$ cat src/rtl/fetch_sequencer.sv
// Instruction fetch sequencer: PC read, memory word fetch, IR hold for decode, PC step control.
// Optional WAIT-state timeout fault enabled by defining FETCH_TIMEOUT_EN.
`default_nettype none

module fetch_sequencer #(
  parameter int unsigned ADDR_W      = 32,
  parameter int unsigned DATA_W      = 32,
  parameter int unsigned TIMEOUT_CYC = 255
) (
  input  logic              clk,
  input  logic              rst_n,
  input  logic              run,
  input  logic [ADDR_W-1:0] pc_in,
  input  logic              pc_misaligned,
  output logic              step_pc,
  output logic              pc_ctl,
  output logic [ADDR_W-1:0] pc_offset,
  output logic              mem_req_valid,
  input  logic              mem_req_ready,
  output logic [ADDR_W-1:0] mem_addr,
  input  logic              mem_rsp_valid,
  input  logic [DATA_W-1:0] mem_rsp_data,
  output logic              ir_valid,
  input  logic              ir_ready,
  output logic [DATA_W-1:0] ir_data,
  output logic [ADDR_W-1:0] ir_pc,
  input  logic              jump_valid,
  input  logic [ADDR_W-1:0] jump_offset,
  output logic              fault,
  output logic [1:0]        fault_code,
  input  logic              fault_clr
);

  typedef enum logic [2:0] {
    S_IDLE, S_REQ, S_WAIT, S_HOLD, S_STEP, S_SETTLE, S_FAULT
  } state_e;

  state_e              state_q, state_d;
  logic                step_q, step_d;
  logic                ctl_q, ctl_d;
  logic [ADDR_W-1:0]   off_q, off_d;
  logic                req_q, req_d;
  logic [ADDR_W-1:0]   addr_q, addr_d;
  logic                irv_q, irv_d;
  logic [DATA_W-1:0]   ird_q, ird_d;
  logic [ADDR_W-1:0]   irpc_q, irpc_d;
  logic                fault_q, fault_d;
  logic [1:0]          code_q, code_d;
  logic                jpend_q, jpend_d;
  logic [ADDR_W-1:0]   joff_q, joff_d;
  logic [ADDR_W-1:0]   jmp_off_c;
  logic                tmo_hit_c;

  // A jump arriving in the same cycle it is applied supersedes the stored offset.
  assign jmp_off_c = jump_valid ? jump_offset : joff_q;

  // Next-state and next-output logic.
  always_comb begin
    state_d = state_q;
    step_d  = 1'b0;
    ctl_d   = ctl_q;
    off_d   = off_q;
    req_d   = req_q;
    addr_d  = addr_q;
    irv_d   = irv_q;
    ird_d   = ird_q;
    irpc_d  = irpc_q;
    fault_d = fault_q;
    code_d  = code_q;
    jpend_d = jpend_q;
    joff_d  = joff_q;

    if (jump_valid && (state_q != S_FAULT)) begin
      jpend_d = 1'b1;
      joff_d  = jump_offset;
    end

    unique case (state_q)
      S_IDLE: begin
        if (jpend_q) begin
          state_d = S_STEP;
          step_d  = 1'b1;
          ctl_d   = 1'b1;
          off_d   = jmp_off_c;
        end else if (run && pc_misaligned) begin
          state_d = S_FAULT;
          fault_d = 1'b1;
          code_d  = 2'b01;
        end else if (run) begin
          state_d = S_REQ;
          req_d   = 1'b1;
          addr_d  = pc_in;
        end
      end
      S_REQ: begin
        if (mem_req_ready) begin
          state_d = S_WAIT;
          req_d   = 1'b0;
        end
      end
      S_WAIT: begin
        if (mem_rsp_valid) begin
          if (jpend_q) begin
            state_d = S_STEP;
            step_d  = 1'b1;
            ctl_d   = 1'b1;
            off_d   = jmp_off_c;
          end else begin
            state_d = S_HOLD;
            irv_d   = 1'b1;
            ird_d   = mem_rsp_data;
            irpc_d  = addr_q;
          end
        end else if (tmo_hit_c) begin
          state_d = S_FAULT;
          fault_d = 1'b1;
          code_d  = 2'b10;
        end
      end
      S_HOLD: begin
        // A jump flushes the held instruction even if decode accepts it this cycle.
        if (jpend_q || jump_valid) begin
          state_d = S_STEP;
          irv_d   = 1'b0;
          step_d  = 1'b1;
          ctl_d   = 1'b1;
          off_d   = jmp_off_c;
        end else if (ir_ready) begin
          state_d = S_STEP;
          irv_d   = 1'b0;
          step_d  = 1'b1;
          ctl_d   = 1'b0;
          off_d   = '0;
        end
      end
      S_STEP: begin
        state_d = S_SETTLE;
        if (ctl_q && !jump_valid) jpend_d = 1'b0;
      end
      S_SETTLE: begin
        state_d = S_IDLE;
        ctl_d   = 1'b0;
        off_d   = '0;
      end
      S_FAULT: begin
        jpend_d = 1'b0;
        joff_d  = joff_q;
        if (fault_clr) begin
          state_d = S_IDLE;
          fault_d = 1'b0;
          code_d  = 2'b00;
        end
      end
      default: state_d = S_IDLE;
    endcase
  end

`ifdef FETCH_TIMEOUT_EN
  localparam int unsigned TmoW = $clog2(TIMEOUT_CYC + 1);
  logic [TmoW-1:0] tmo_q, tmo_d;

  // Counts consecutive WAIT cycles; zero whenever WAIT is left.
  always_comb begin
    tmo_d = '0;
    if ((state_q == S_WAIT) && (state_d == S_WAIT)) tmo_d = tmo_q + TmoW'(1);
  end

  assign tmo_hit_c = (state_q == S_WAIT) && (tmo_q == TmoW'(TIMEOUT_CYC - 1));

  always_ff @(posedge clk or negedge rst_n) begin
    if (!rst_n) tmo_q <= '0;
    else        tmo_q <= tmo_d;
  end
`else
  logic unused_tmo_cfg;
  assign unused_tmo_cfg = ^32'(TIMEOUT_CYC);
  assign tmo_hit_c      = 1'b0;
`endif

  always_ff @(posedge clk or negedge rst_n) begin
    if (!rst_n) begin
      state_q <= S_IDLE;
      step_q  <= 1'b0;
      ctl_q   <= 1'b0;
      off_q   <= '0;
      req_q   <= 1'b0;
      addr_q  <= '0;
      irv_q   <= 1'b0;
      ird_q   <= '0;
      irpc_q  <= '0;
      fault_q <= 1'b0;
      code_q  <= 2'b00;
      jpend_q <= 1'b0;
      joff_q  <= '0;
    end else begin
      state_q <= state_d;
      step_q  <= step_d;
      ctl_q   <= ctl_d;
      off_q   <= off_d;
      req_q   <= req_d;
      addr_q  <= addr_d;
      irv_q   <= irv_d;
      ird_q   <= ird_d;
      irpc_q  <= irpc_d;
      fault_q <= fault_d;
      code_q  <= code_d;
      jpend_q <= jpend_d;
      joff_q  <= joff_d;
    end
  end

  assign step_pc       = step_q;
  assign pc_ctl        = ctl_q;
  assign pc_offset     = off_q;
  assign mem_req_valid = req_q;
  assign mem_addr      = addr_q;
  assign ir_valid      = irv_q;
  assign ir_data       = ird_q;
  assign ir_pc         = irpc_q;
  assign fault         = fault_q;
  assign fault_code    = code_q;

endmodule

`default_nettype wire

$ cat config.mk
export PLATFORM = sky130hd
export DESIGN_NAME = fetch_sequencer
export DESIGN_NICKNAME = d
export VERILOG_FILES = /design/src/rtl/fetch_sequencer.sv
export SDC_FILE = /design/constraint.sdc
export NUM_CORES = 1
export LEC_CHECK = 0
export CAP_MARGIN = 25
export CELL_PAD_IN_SITES_DETAIL_PLACEMENT = 0
export CELL_PAD_IN_SITES_GLOBAL_PLACEMENT = 1
export CORE_MARGIN = 2
export CORE_UTILIZATION = 29
export CTS_CLUSTER_SIZE = 24
export DETAILED_ROUTE_END_ITERATION = 8
export DONT_BUFFER_PORTS = 1
export GPL_TIMING_DRIVEN = 0
export PLACE_DENSITY_LB_ADDON = 0.1
export SYNTH_ARGS = -nofsm -noshare
export SYNTH_HDL_FRONTEND = slang
export SYNTH_SLANG_ARGS = --single-unit
$ cat constraint.sdc
create_clock -name clk -period 4.2 [get_ports clk]
set_input_delay 0.42 -clock clk [delete_from_list [all_inputs] [get_ports clk]]
set_output_delay 0.42 -clock clk [all_outputs]
set_load 0.02 [all_outputs]
==> flow_summary.yaml <==
logic_synthesis:
  yosysWarnings: 0
  synth_cell_types: 43
  async_flop_share: 1.00
  netlist_instances: 446
  ys_ff_latch: 169
  ys.flop_type: "dfrtp_1"
  syn-cell-area_um2: 6890
  synth-edff-count: 0
  seq_area_frac_synth: 0.614
  syn_area_per_cell_um2: 15.4
  syn-num-nets: 551
worst_setup_path:
  crit_path_end_kind: "flop"
  crit_buf_inv: 3
  crit_path_cell_trace: "buf_4 > nor2_2 > and3_1 > buf_4 > buf_6 > mux2_1"
  cp_common_cell: "buf_4"
  slowest_stage: "dfrtp_1"
  required_ps: 4490
  worst_setup_path_start_kind: "flop"
  cpPeakStageDelay_ps: 360
  cp_max_fo: 10
  path_delay_family: "buffers and inverters"
  crit_arrival_ps: 2280
  crit_type: "flop to flop"
place:
  hpwl_um: 11500
  place.gp.congestion: 0.692
  dp_slack_ps: 2180
  place_area_um2: 7290
  portBuffers: 0
timing:
  worstMarginPinSlew_ps: 806
  rsz0062_at_grt: "no"
  hold_violations: 169
  finalSetupViolations: 0
  clock.fmax_mhz: 502
  fin_skew_ps: 10.4
  relSlewSlack: 0.463
  finalCritPeriodShare: 0.474
  setup_tns_ps: 0
  whs_ps: -311
  fin_ws_ps: 2210
  fin_crit_ps: 1990
  drv_slew: 0
outcome:
  outcome: "finished with violations"
  violations: "hold timing"
global_route:
  track_usage: 0.131
  grt_max_degree: 170
  grt_pass1_wl_um: 24600
  antenna_found_initial: 0
  first_global_vias: 4232
  grt_remaining_overflow: 0
pwr:
  p_leak_nw: 3.65
  peakVddDrop_mv: 0.239
  p_total_w: 0.00622
  power_density_nw_per_um2: 792
clock_network:
  cts_buffer_depth: 2
  clock-sinks: 169
  cts_setup_buffers: 0
  htree_num_levels: 4
  cts_tree: "yes"
  clk_pin_slew_ps: 70
  cts_root_buf: "clkbuf_16"
  insertion_delay_ps: 420
  cts_buffers: 17
routing:
  wl_per_cell_um: 20.5
  drtAntennaViolNets: 0
  drcViolationCount: 0
  dr.pass1.iters: 4
  vias: 3796
  initialDrtViolationCount: 166
  via_per_inst: 4.76
  drt_wl_total_um: 16400
cells_and_area:
  fill_cells: 2333
  area_growth_pct: 14.0
  most-common-layout-cells: "169 x dfrtp_1, 96 x mux2_1, 33 x mux2_2"
  final_common_cell: "dfrtp_1"
  final_cell_area_um2: 7850
  final_net_count: 570
  antennaDiodeCount: 0
  layout-drive-gt1-share: 0.207
floorplan:
  die_h_um: 158
  ios: 240
  core-area_um2: 23400
  start_util: 0.294
  rows: 56
  dieArea_um2: 25000
  fp.dieW_um: 158
flow_run:
  maxCapViolCount: 0
min_path:
  hp-class: "input port to asynchronous set/reset pin"
==> flip-flops by register name, summed over array words and instances, names as in the netlist <==
name and flops:
mem_addr 32, ir_valid 1, jpend_q 1, pc_offset 32, ir_data 32, state_q 3
mem_req_valid 1, joff_q 32, ir_pc 32, step_pc 1, fault_code 1, pc_ctl 1
==> final timing paths <==
| check | endpoint | from | slack, ps | cells past startpoint |
|---|---|---|---|---|
| setup / recovery | ir_pc[28] | state_q[0] | 2210 | 6 |
| min in group clk | fault_code[0] | fault_clr | 110 | 1 |
| setup reg to reg | ir_pc[28] | state_q[0] | 2210 | 6 |
| hold / removal | ir_data[22] | rst_n | -310 | 0 |
| hold reg to reg | joff_q[30] | joff_q[30] | 500 | 1 |
| max in group asynchronous | pc_offset[0] | rst_n | 4220 | 0 |
==> per-stage QoR <==
step                      std cells   util
after floorplan                 446      -
after global placement          765  0.311
after detailed placement        765  0.311
after CTS                       797  0.336
after global routing            797  0.336
final                           797  0.336
==> Yosys cell counts (all sizes together), types with 2 or more instances <==
library cell | instances | share of area
nand3 | 2 | 0.0022
a21oi | 5 | 0.0036
o21ai | 5 | 0.0042
mux2 | 129 | 0.21
nor2 | 5 | 0.0038
inv | 2 | 0.0011
nand2b | 2 | 0.0018
buf | 28 | 0.031
nor2b | 4 | 0.0036
mux2i | 33 | 0.048
o31ai | 2 | 0.0042
nand2 | 6 | 0.0033
dfrtp | 169 | 0.61
a31oi | 4 | 0.0036
o2bb2ai | 32 | 0.041
==> where the power goes <==
part | switching [W] | internal, W | total (W)
clock | 0.000700 | 0.000809 | 0.00151
combinational | 0.000650 | 0.000658 | 0.00131
sequential | 0.00116 | 0.00224 | 0.00340
==> per-layer routing <==
metal / up-vias / wire, µm / GRT usage
li1: 1671 / - / -
met1: 1952 / 6290 / 0.145
met2: 161 / 8080 / 0.222
met3: 12 / 1790 / 0.0594
met4: 0 / 203 / 0.0468
met5: - / 0 / 0
==> logic make-up after synthesis <==
family,count (synthesis),synth area share
buffers and inverters,31,0.0321
AO/OA/AOI/OAI,58,0.0721
AND/OR/NAND/NOR,25,0.0220
flip-flops,169,0.614
other,1,0.000544
multiplexers,162,0.259
==> cell type report <==
cell class                      instances  area, µm²  share of cell area
Buffer                                 29        214              0.0272
Clock buffer                           20        457              0.0581
Clock inverter                         12        109              0.0139
Inverter                                2       7.51            0.000956
Multi-Input combinational cell        246       2440               0.310
Sequential cell                       169       4230               0.538
Tap cell                              319        399              0.0508
==> timing repair <==
| item | in CTS | in global routing |
|---|---|---|
| resized for setup | 0 | 0 |
| endpoints found under the hold margin | 169 | 169 |
| endpoints found under the setup margin | 0 | 0 |
Power figures use the tool's default switching activity.
